File: config.mk
export PLATFORM = sky130hd
export DESIGN_NAME = split_sequencer
export DESIGN_NICKNAME = d
export VERILOG_FILES = /design/src/rtl/split_sequencer_pkg.sv /design/src/rtl/split_chunk_mux.sv /design/src/rtl/split_sequencer.sv
export SDC_FILE = /design/constraint.sdc
export NUM_CORES = 1
export LEC_CHECK = 0
export BUFFER_PORTS_ARGS = -buffer_cell sky130_fd_sc_hd__buf_2
export CORE_ASPECT_RATIO = 0.5
export CORE_UTILIZATION = 50
export DETAILED_ROUTE_END_ITERATION = 8
export HOLD_SLACK_MARGIN = 0.08
export PLACE_DENSITY_LB_ADDON = 0.15
export SLEW_MARGIN = 20
export SYNTH_ARGS = -nofsm -noshare
export SYNTH_HDL_FRONTEND = slang
export SYNTH_SLANG_ARGS = --single-unit
File: constraint.sdc
create_clock -name clk -period 1.49 [get_ports clk]
set_input_delay 0.0745 -clock clk [delete_from_list [all_inputs] [get_ports clk]]
set_output_delay 0.0745 -clock clk [all_outputs]
set_load 0.01 [all_outputs]
File: src/rtl/split_sequencer_pkg.sv
// ============================================================================
// split_sequencer_pkg : shared widths, state encoding and chunk-order indices
// Build option: SPLIT_MSB_FIRST_EN selects most-significant-chunk-first order.
// Revision: 1.0
// ============================================================================
`default_nettype none

package split_sequencer_pkg;

  localparam int IN_W_DEF   = 32;
  localparam int OUT_W_DEF  = 16;
  localparam int CHUNKS_DEF = 2;
  localparam int CNT_W_DEF  = 1;

  typedef enum logic [0:0] {
    ST_IDLE = 1'b0,
    ST_SEND = 1'b1
  } state_e;

`ifdef SPLIT_MSB_FIRST_EN
  localparam bit MSB_FIRST = 1'b1;
`else
  localparam bit MSB_FIRST = 1'b0;
`endif

  // Index of the first / final chunk presented for a product of 'chunks' slices.
  function automatic int first_idx(input int chunks);
    return MSB_FIRST ? chunks - 1 : 0;
  endfunction

  function automatic int last_idx(input int chunks);
    return MSB_FIRST ? 0 : chunks - 1;
  endfunction

endpackage

`default_nettype wire

File: src/rtl/split_chunk_mux.sv
// ============================================================================
// split_chunk_mux : combinational selector of one OUT_W slice of a hold word
// Revision: 1.0
// ============================================================================
`default_nettype none

module split_chunk_mux
  import split_sequencer_pkg::*;
#(
  parameter int IN_W   = IN_W_DEF,
  parameter int OUT_W  = OUT_W_DEF,
  parameter int CHUNKS = CHUNKS_DEF,
  parameter int CNT_W  = $clog2(CHUNKS)
) (
  input  logic [IN_W-1:0]  hold,
  input  logic [CNT_W-1:0] sel,
  output logic [OUT_W-1:0] data
);

  logic [OUT_W-1:0] slices [CHUNKS];

  for (genvar i = 0; i < CHUNKS; i++) begin : g_slice
    assign slices[i] = hold[i*OUT_W +: OUT_W];
  end

  // Explicit compare loop keeps out-of-range indices (non power-of-two CHUNKS) at zero.
  always_comb begin
    data = '0;
    for (int i = 0; i < CHUNKS; i++) begin
      if (sel == CNT_W'(i)) data = slices[i];
    end
  end

endmodule

`default_nettype wire

File: src/rtl/split_sequencer.sv
// ============================================================================
// split_sequencer : serialises one wide product into CHUNKS narrow stream words
// Build option: SPLIT_MSB_FIRST_EN (via split_sequencer_pkg) reverses chunk order.
// Revision: 1.0
// ============================================================================
`default_nettype none

module split_sequencer
  import split_sequencer_pkg::*;
#(
  parameter int IN_W   = IN_W_DEF,
  parameter int OUT_W  = OUT_W_DEF,
  parameter int CHUNKS = CHUNKS_DEF,
  parameter int CNT_W  = $clog2(CHUNKS)
) (
  input  logic             clk,
  input  logic             rst_n,
  input  logic             flush,
  input  logic             in_valid,
  input  logic [IN_W-1:0]  in_data,
  output logic             in_ready,
  output logic             out_valid,
  output logic [OUT_W-1:0] out_data,
  input  logic             out_ready,
  output logic             out_last,
  output logic [CNT_W-1:0] chunk_sel,
  output logic             busy
);

  localparam logic [CNT_W-1:0] FIRST_SEL = CNT_W'(first_idx(CHUNKS));
  localparam logic [CNT_W-1:0] LAST_SEL  = CNT_W'(last_idx(CHUNKS));

  state_e           state_q, state_d;
  logic [IN_W-1:0]  hold_q,  hold_d;
  logic [CNT_W-1:0] sel_q,   sel_d;
  logic [CNT_W-1:0] sel_step;
  logic             accept;

  assign busy      = (state_q == ST_SEND);
  assign out_valid = busy;
  assign out_last  = busy && (sel_q == LAST_SEL);
  assign chunk_sel = sel_q;
  assign sel_step  = MSB_FIRST ? (sel_q - CNT_W'(1)) : (sel_q + CNT_W'(1));

  // Ready depends only on state and the downstream handshake, never on in_valid.
  assign in_ready = rst_n && !flush && ((state_q == ST_IDLE) || (out_last && out_ready));
  assign accept   = in_valid && in_ready;

  always_comb begin
    state_d = state_q;
    hold_d  = hold_q;
    sel_d   = sel_q;
    if (flush) begin
      state_d = ST_IDLE;
      hold_d  = '0;
      sel_d   = '0;
    end else if (accept) begin
      // Covers both the idle capture and the zero-bubble reload on the last chunk.
      state_d = ST_SEND;
      hold_d  = in_data;
      sel_d   = FIRST_SEL;
    end else if (busy && out_ready) begin
      if (out_last) state_d = ST_IDLE;
      else          sel_d   = sel_step;
    end
  end

  always_ff @(posedge clk or negedge rst_n) begin
    if (!rst_n) begin
      state_q <= ST_IDLE;
      hold_q  <= '0;
      sel_q   <= '0;
    end else begin
      state_q <= state_d;
      hold_q  <= hold_d;
      sel_q   <= sel_d;
    end
  end

  split_chunk_mux #(
    .IN_W   (IN_W),
    .OUT_W  (OUT_W),
    .CHUNKS (CHUNKS),
    .CNT_W  (CNT_W)
  ) u_chunk_mux (
    .hold (hold_q),
    .sel  (sel_q),
    .data (out_data)
  );

endmodule

`default_nettype wire

==> results of run 1 <==
routing by layer:
metal	up-vias	track usage (%)	share of wire, %
met4	0	5.000	0.29
li1	816	-	-
met3	2	6.157	5.0
met1	806	35.46	46
met2	54	46.35	49
met5	-	0	0
power groups by stage:
stage / clock [uW] / sequential (uW) / combinational [uW]
final: 818 / 996 / 397
after global placement: 0 / 1010 / 304
after detailed placement: 0 / 1010 / 309
after floorplan: 0 / 1000 / 198
after CTS: 839 / 993 / 378
after global routing: 870 / 999 / 433
worst max-delay path, delay by kind of cell, from the launching register on:
kind	cells	cell delay [ns]
flops	1	0.44
buf+inv	2	0.30
compound gates	1	0.23
simple gates	1	0.17
through the flow:
step / TNS (ns) / cells
CTS: -0.04415 / 314
detailed placement: -0.04389 / 272
finish: -0.01090 / 316
global placement: 0 / 272
floorplan: 0 / 176
global route: -0.6386 / 316
layout by cell type, fill, tap and decap left out, drive strengths merged:
master        n
buf          69
dlygate4sd3  34
dfrtp        34
nand2        33
nand3        32
o211ai       32
mux2         16
clkbuf        7
a21oi         2
a21boi        2
and2          1
inv           1
a21bo         1
and3          1
and3b         1
a211oi        1
bufinv        1
flip-flops by register name, indices dropped and copies added, names as in the netlist:
| signal | count |
|---|---|
| busy | 1 |
| hold_q | 32 |
| chunk_sel | 1 |
repair_timing:
item,in CTS,in global routing
pin swaps,17,1
resized for setup,0,4
buffers inserted,0,1
hold buffers,34,0
setup endpoints to repair,27,49
endpoints found under the hold margin,68,0
gates cloned,0,1
final cells by class:
type	instances	area (um^2)
Clock buffer	7	76.32
Clock inverter	1	30.03
Fill cell	223	656.9
Inverter	1	3.754
Multi-Input combinational cell	122	798.3
Sequential cell	34	852.1
Tap cell	48	60.06
Timing Repair Buffer	103	728.2
cell families after synthesis:
logic type,count (synthesis)
compound gates,37
buf+inv,21
flops,34
mux,16
simple gates,68
final timing paths:
check | startpoint | to | slack (ns) | depth (start not counted)
hold reg to reg | hold_q[10] | hold_q[10] | 0.52 | 2
max in group asynchronous | rst_n | chunk_sel | 0.64 | 3
min in group asynchronous | rst_n | hold_q[30] | 0.21 | 2
hold / removal | out_ready | chunk_sel | 0.17 | 3
setup / recovery | chunk_sel | in_ready | -0.01 | 4
setup reg to reg | busy | hold_q[6] | 0.03 | 3
==> flow_summary.toml, run 1 <==
[sta]
max_freq_mhz = 666.3
fin_ws_ns = -0.01090
relSlewSlack_pct = 46.36
setup_viol = 1
period_needed_ns = 1.501
worst_slew_pin_slew_ns = 0.7999
whs_ns = 0.1729
slew_violations = 0
rsz0062_at_grt = "true"
fin_skew_ns = 0.004290
fin_crit_sh_pct = 100.7
hold_violations = 0

[detailed_routing]
first_iter_violations = 88
vias = 1678
post_drt_wl_per_cell_um = 15.49
routed_wl_um = 4896
drtAntennaViolNets = 0
remaining_drc_errors = 0
viasPerCell = 5.310
first_pass_iters = 4

[power_and_ir_drop]
power_density_nw_per_um2 = 867.5
clockPowerShare_pct = 37.0
leakage_uw = 0.001348
p_switching_uw = 544.8
p_seq_share_pct = 45.0
swShare_pct = 24.64
power_uw = 2211
p_comb_share_pct = 18.0
peakVddDrop_mv = 0.4848
p_int_uw = 1666

[logic_synthesis]
synth_xor_area_share_pct = 0
synth-main-ff-cell = "dfrtp_1"
ys_seq_elements = 34
yosysMostFrequentCell = "dfrtp_1"
ys_top_cells_by_count = "34 x dfrtp_1, 33 x nand2_1, 32 x nand3_1, 32 x o211ai_1, 16 x mux2_2"
synth.distinct_cells = 16
syn_area_um2 = 1789
synth_top_family_by_area = "simple AND/OR/NAND/NOR gates"
ys_async_sr_fraction_pct = 100.0
synth-edff-count = 0
yosys_warnings = 0
yosysSeqAreaShare_pct = 47.55
ys_top_cells_by_area = "dfrtp_1 48%, o211ai_1 13%, mux2_2 10%, nand3_1 9.0%, nand2_1 6.9%"
syn_nets = 213
synth_top_area_share_pct = 47.55
synth_compound_area_share_pct = 16.01
synthMuxAreaShare_pct = 10.07
synthAdderAreaFrac_pct = 0
synth_area_per_cell_um2 = 10.17
synth_area_leader_cell = "dfrtp_1"
synth_cells = 176
synth-simple-area-share_pct = 17.06

[global_route]
grt_antenna_before_repair = 0
first_global_vias = 1568
grt_max_degree = 33
globalRouteOverflowTotal = 0
grt_usage_pct = 26.73
grt_pass1_wl_um = 7596

[final_layout]
final_util_pct = 79.51
fin_area_um2 = 2549
num_antenna_cells = 0
drive_gt1_share_pct = 35.82
syn_to_final_growth_pct = 42.45
fin_nets = 304

[die]
rows = 14
die_h_um = 44.30
core_um2 = 3206
io-pin-count = 58
initial_core_util_pct = 55.82
die-area_um2 = 3836
die_x_um = 86.60

[flow_run]
max-cap-violations = 0

[clock_tree]
htree_num_levels = 2
cts.sinks = 34
clk_path_buf_depth = 2
cts_buffers = 5
tritoncts = "done"
cts.clk_slew.worst_paths_ns = 0.07
root_buffer = "clkbuf_8"
clk_latency_ns = 0.28

[critical_path]
end_kind = "primary output"
required_ns = 1.42
cpMaxStageDelayCell = "dfrtp_2"
worstPathCellList = "buf_12, a21bo_4, and3_4, buf_2"
crit_fanout = 20
path_class = "reg -> out"
arrival_ns = 1.43
cp-start-kind = "flop"
max_stage_delay_ns = 0.44

[placement]
gp_congestion = 0.7565
dpl-instance-area_um2 = 2067
port_buffers = 57
pre_cts_slack_ns = -0.01463
dp_hpwl_um = 2742

[worst_hold_path]
hp-class = "in -> reg"

[status]
status = "finished with violations"
violations = "setup timing"
Note: power is estimated with default switching activity, not from simulation.
==> run 2, diff against run 1 <==
==> constraint.sdc (replaced) <==
create_clock -name clk -period 1.49 [get_ports clk]
set_input_delay 0.0745 -clock clk [delete_from_list [all_inputs] [get_ports clk]]
set_output_delay 0.0745 -clock clk [all_outputs]
set_load 0.02 [all_outputs]
==> run 2 against run 1 <==
Against the previous run:
- routed wire length shrank 0.27%
- clock-buffer cell count is the same
- critical path depth is the same
- core utilization shrank 0.94 points
- the run still ends with setup timing left
==> flow_summary.toml, run 2 (synthesis gave the netlist of run 1 again) <==
[status]
violations = "setup timing"
status = "finished with violations"

[critical_path]
path_class = "reg -> out"
reg2reg_depth = 4
cpMaxStageDelayCell = "dfrtp_2"
cp_num_buf_inv = 2
end_kind = "primary output"
worstPathCellList = "buf_12, a21bo_1, and3_1, buf_2"
r2r-end = "hold_q[28]"
critical-path-top-delay-family = "flip-flops"
max_stage_delay_ns = 0.45
required_ns = 1.42
arrival_ns = 1.42
r2r-start = "chunk_sel"
cp-start-kind = "flop"
r2r_slack_ns = 0.11
crit_fanout = 20

[sta]
relSlewSlack_pct = 66.10
rsz0062_at_grt = "true"
fin_skew_ns = 0.004598
hold_violations = 0
setup_viol = 1
worst_slew_pin_slew_ns = 0.5072
max_freq_mhz = 667.2
whs_ns = 0.1989
slew_violations = 0
fin_crit_sh_pct = 100.6
fin_ws_ns = -0.008760
period_needed_ns = 1.499

[die]
die_h_um = 44.30
die_x_um = 86.60
rows = 14
io-pin-count = 58
initial_core_util_pct = 55.82
core_um2 = 3206
die-area_um2 = 3836

[detailed_routing]
routed_wl_um = 4883
vias = 1692
first_iter_violations = 68
post_drt_wl_per_cell_um = 15.50
viasPerCell = 5.371
first_pass_iters = 4
drtAntennaViolNets = 0
remaining_drc_errors = 0

[power_and_ir_drop]
peakVddDrop_mv = 0.4792
power_density_nw_per_um2 = 839.3
power_uw = 2114
leakage_uw = 0.001341

[global_route]
globalRouteOverflowTotal = 0
first_global_vias = 1684
grt_max_degree = 33
grt_antenna_before_repair = 0
grt_pass1_wl_um = 7852
grt_usage_pct = 27.56

[final_layout]
final_common_cell = "buf_2"
regMostFlops = "hold_q"
fin_nets = 303
largest_reg_flops = 32
final_util_pct = 78.57
num_antenna_cells = 0
fin_area_um2 = 2519
syn_to_final_growth_pct = 40.77
most-common-layout-cells = "57 x buf_2, 34 x dlygate4sd3_1, 33 x nand2_1, 33 x dfrtp_1"
drive_gt1_share_pct = 35.21

[clock_tree]
cts.clk_slew.worst_paths_ns = 0.07
root_buffer = "clkbuf_8"
cts.sinks = 34
clk_latency_ns = 0.28
tritoncts = "done"
cts_buffers = 5
htree_num_levels = 2
clk_path_buf_depth = 2

[placement]
gp_congestion = 0.7559
dp_hpwl_um = 2804
pre_cts_slack_ns = 0.001496
port_buffers = 57
dpl-instance-area_um2 = 2059

[worst_hold_path]
hold_end = "chunk_sel"
whs_path_depth = 3
holdCritStartpoint = "out_ready"
hp-class = "in -> reg"

[flow_run]
max-cap-violations = 0
==> run 2: where the power goes <==
| group | total, uW | switching (uW) | internal [uW] |
|---|---|---|---|
| registers | 996 | 29.2 | 967 |
| clock network | 702 | 329 | 373 |
| logic | 416 | 222 | 194 |
| total | 2110 | 580 | 1530 |
==> run 2: area by class of cell <==
| type | count | area (um^2) |
|---|---|---|
| Multi-Input combinational cell | 122 | 790.8 |
| Clock buffer | 7 | 86.33 |
| Timing Repair Buffer | 102 | 720.7 |
| Tap cell | 48 | 60.06 |
| Clock inverter | 1 | 5.005 |
| Inverter | 1 | 3.754 |
| Fill cell | 232 | 686.9 |
| Sequential cell | 34 | 852.1 |
==> run 2: worst max path at each step <==
stage	start	to	slack, ns	cells past startpoint
finish	chunk_sel	in_ready	-0.009	4
global route	chunk_sel	in_ready	-0.06	4
CTS	chunk_sel	out_data[11]	-0.02	3
detailed placement	chunk_sel	hold_q[20]	0.001	3
global placement	chunk_sel	hold_q[23]	0.04	3
floorplan	chunk_sel	out_data[0]	0.22	3
==> run 2: through the flow <==
stage,std cells,TNS (ns)
final,315,-0.008760
after global routing,315,-0.2965
after CTS,313,-0.08328
after detailed placement,271,0
after global placement,271,0
after floorplan,176,0
==> run 2: repair_timing <==
item	in CTS	in global routing
setup buffers	0	1
endpoints found under the setup margin	19	49
gates resized for setup	0	2
cloned	0	1
hold buffers	34	0
pin swaps	8	0
hold endpoints to repair	68	0
==> run 2: worst register-to-register path, cell delays in order (launching register included) <==
cell      delay (ns)
dfrtp_2         0.45
buf_4           0.16
a21boi_4        0.43
o211ai_1        0.18
nand2_1         0.09
==> run 2: routing by layer <==
layer  vias up  part of all wire [%]  GRT usage (%)
met5         -                     0              0
met2        72                    49          48.89
met1       799                    44          34.34
met4         0                  0.98          8.000
met3         6                   6.4          6.903
li1        815                     -              -
==> run 3, diff against run 2 <==
--- a/config.mk
+++ b/config.mk
@@ -11,6 +11,7 @@
 export DETAILED_ROUTE_END_ITERATION = 8
 export HOLD_SLACK_MARGIN = 0.08
 export PLACE_DENSITY_LB_ADDON = 0.15
+export SETUP_SLACK_MARGIN = 0.02
 export SLEW_MARGIN = 20
 export SYNTH_ARGS = -nofsm -noshare
 export SYNTH_HDL_FRONTEND = slang
==> constraint.sdc (replaced) <==
create_clock -name clk -period 1.6 [get_ports clk]
set_input_delay 0.08 -clock clk [delete_from_list [all_inputs] [get_ports clk]]
set_output_delay 0.08 -clock clk [all_outputs]
set_load 0.02 [all_outputs]
==> run 3 against run 2 <==
Against the previous run:
- the flow now finishes without violations
- critical path depth did not move
- clock skew rose by 0.0027 ns
- final cell count did not move
- via count fell by 2.9%
- largest cell class unchanged
==> flow_summary.toml, run 3 (synthesis gave the netlist of run 1 again) <==
[power_and_ir_drop]
swShare_pct = 27.42
p_int_uw = 1429
clockPowerShare_pct = 33.7
p_comb_share_pct = 19.4
leakage_uw = 0.001344
power_uw = 1969
peakVddDrop_mv = 0.4644
p_switching_uw = 540.0
power_density_nw_per_um2 = 782.7
p_seq_share_pct = 46.9

[die]
die-area_um2 = 3836
rows = 14
die_x_um = 86.60
core_um2 = 3206
initial_core_util_pct = 55.82
io-pin-count = 58
die_h_um = 44.30

[sta]
slew_violations = 0
relSlewSlack_pct = 42.77
setup_viol = 0
tns_ns = 0
max_freq_mhz = 646.7
rsz0062_at_grt = "true"
period_needed_ns = 1.546
worst_slew_pin_slew_ns = 0.8563
fin_crit_sh_pct = 96.64
fin_skew_ns = 0.007311
hold_violations = 0

[clock_tree]
cts.clk_slew.worst_paths_ns = 0.07
cts.sinks = 34
clk_latency_ns = 0.28
htree_num_levels = 2
cts_buffers = 5
root_buffer = "clkbuf_8"
tritoncts = "done"
clk_path_buf_depth = 2

[critical_path]
path_class = "reg -> out"
required_ns = 1.52
cpMaxStageDelayCell = "dfrtp_1"
arrival_ns = 1.47
end_kind = "primary output"
worstPathCellList = "buf_8, a21bo_1, and3_1, buf_2"
cp_num_buf_inv = 2
crit_fanout = 20
max_stage_delay_ns = 0.43
cp-start-kind = "flop"
reg2reg_depth = 3
critical-path-top-delay-family = "flip-flops"
r2r-start = "chunk_sel"
r2r_slack_ns = 0.09
r2r-end = "hold_q[23]"

[final_layout]
fin_nets = 303
drive_gt1_share_pct = 35.21
regMostFlops = "hold_q"
fin_area_um2 = 2516
stdcell_count = 315
largest_reg_flops = 32
num_antenna_cells = 0
final_common_cell = "buf_2"
fill_cells = 236
seqCellArea_um2 = 850.8
syn_to_final_growth_pct = 40.63
most-common-layout-cells = "57 x buf_2, 34 x dfrtp_1, 34 x dlygate4sd3_1"
multi_input_comb_area_um2 = 774.5

[placement]
place_inst = 272
port_buffers = 57
dp_hpwl_um = 2684
dpl-instance-area_um2 = 2054
gp_congestion = 0.7577

[worst_hold_path]
whs_path_depth = 3
hold_end = "chunk_sel"
holdCritStartpoint = "out_ready"
hp-class = "in -> reg"

[detailed_routing]
vias = 1643
first_iter_violations = 44
remaining_drc_errors = 0
post_drt_wl_per_cell_um = 14.19
routed_wl_um = 4471
drtAntennaViolNets = 0
viasPerCell = 5.216
first_pass_iters = 5

[global_route]
grt_max_degree = 33
globalRouteOverflowTotal = 0
grt_pass1_wl_um = 7693
grt_usage_pct = 26.70
first_global_vias = 1659
grt_antenna_before_repair = 0

[flow_run]
max-cap-violations = 0

[status]
status = "completed"
## run 3: cell count changes in the layout (fill, tap and decap cells not counted)
cell / delta
buf_8: +1
nand2_2: +1
a21boi_4: -1
dfrtp_1: +1
nand2_1: -1
dfrtp_2: -1
## run 3: how the worst max path moves through the flow
stage	end	cells after the start	slack [ns]	startpoint
floorplan	out_data[0]	3	0.32	chunk_sel
global placement	hold_q[23]	3	0.17	busy
CTS	in_ready	4	0.05	chunk_sel
finish	in_ready	4	0.05	chunk_sel
detailed placement	hold_q[12]	3	0.12	busy
global route	in_ready	4	-0.002	chunk_sel
## run 3: area by class of cell
| cell class | count | area share (%) |
|---|---|---|
| inverter | 1 | 0.1492 |
| sequential | 34 | 33.81 |
| clock buffer | 7 | 3.431 |
| multi-input combinational | 121 | 30.78 |
| timing repair buffer | 103 | 29.24 |
| tap | 48 | 2.387 |
| clock inverter | 1 | 0.1989 |
## run 3: worst register-to-register path, cell delays in order (launching register included)
cell	delay, ns
dfrtp_1	0.43
a21boi_4	0.71
o211ai_1	0.21
nand2_1	0.10
## run 3: power by group through the flow
stage / clock network [uW] / registers, uW / logic (uW)
finish: 664 / 924 / 382
global route: 719 / 928 / 417
CTS: 669 / 924 / 379
detailed placement: 0 / 939 / 307
global placement: 0 / 938 / 302
floorplan: 0 / 936 / 205
## run 3: repair_timing
item | CTS | global route
hold buffers | 35 | 0
pin swaps | 0 | 16
endpoints found under the hold margin | 68 | 0
buffers inserted | 0 | 0
setup endpoints to repair | 13 | 33
resized for setup | 1 | 2
## run 3: layer usage
layer	track usage (%)	vias to the layer above	part of all wire (%)	wire, um
li1	-	810	-	-
met1	35.21	775	47	2093
met2	45.56	50	48	2139
met3	5.597	8	4.5	201
met4	8.000	0	0.81	36
met5	0	-	0	0
## run 3: metrics by stage
step	hold slack, ns	worst slack [ns]	util, %
2_1_floorplan	-0.2156	0.3221	-
3_3_place_gp	-0.07626	0.1719	64.09
3_5_place_dp	-0.07189	0.1226	64.09
4_1_cts	0.1517	0.04939	78.30
5_1_grt	0.1850	-0.001594	78.49
6_report	0.1573	0.05368	78.49
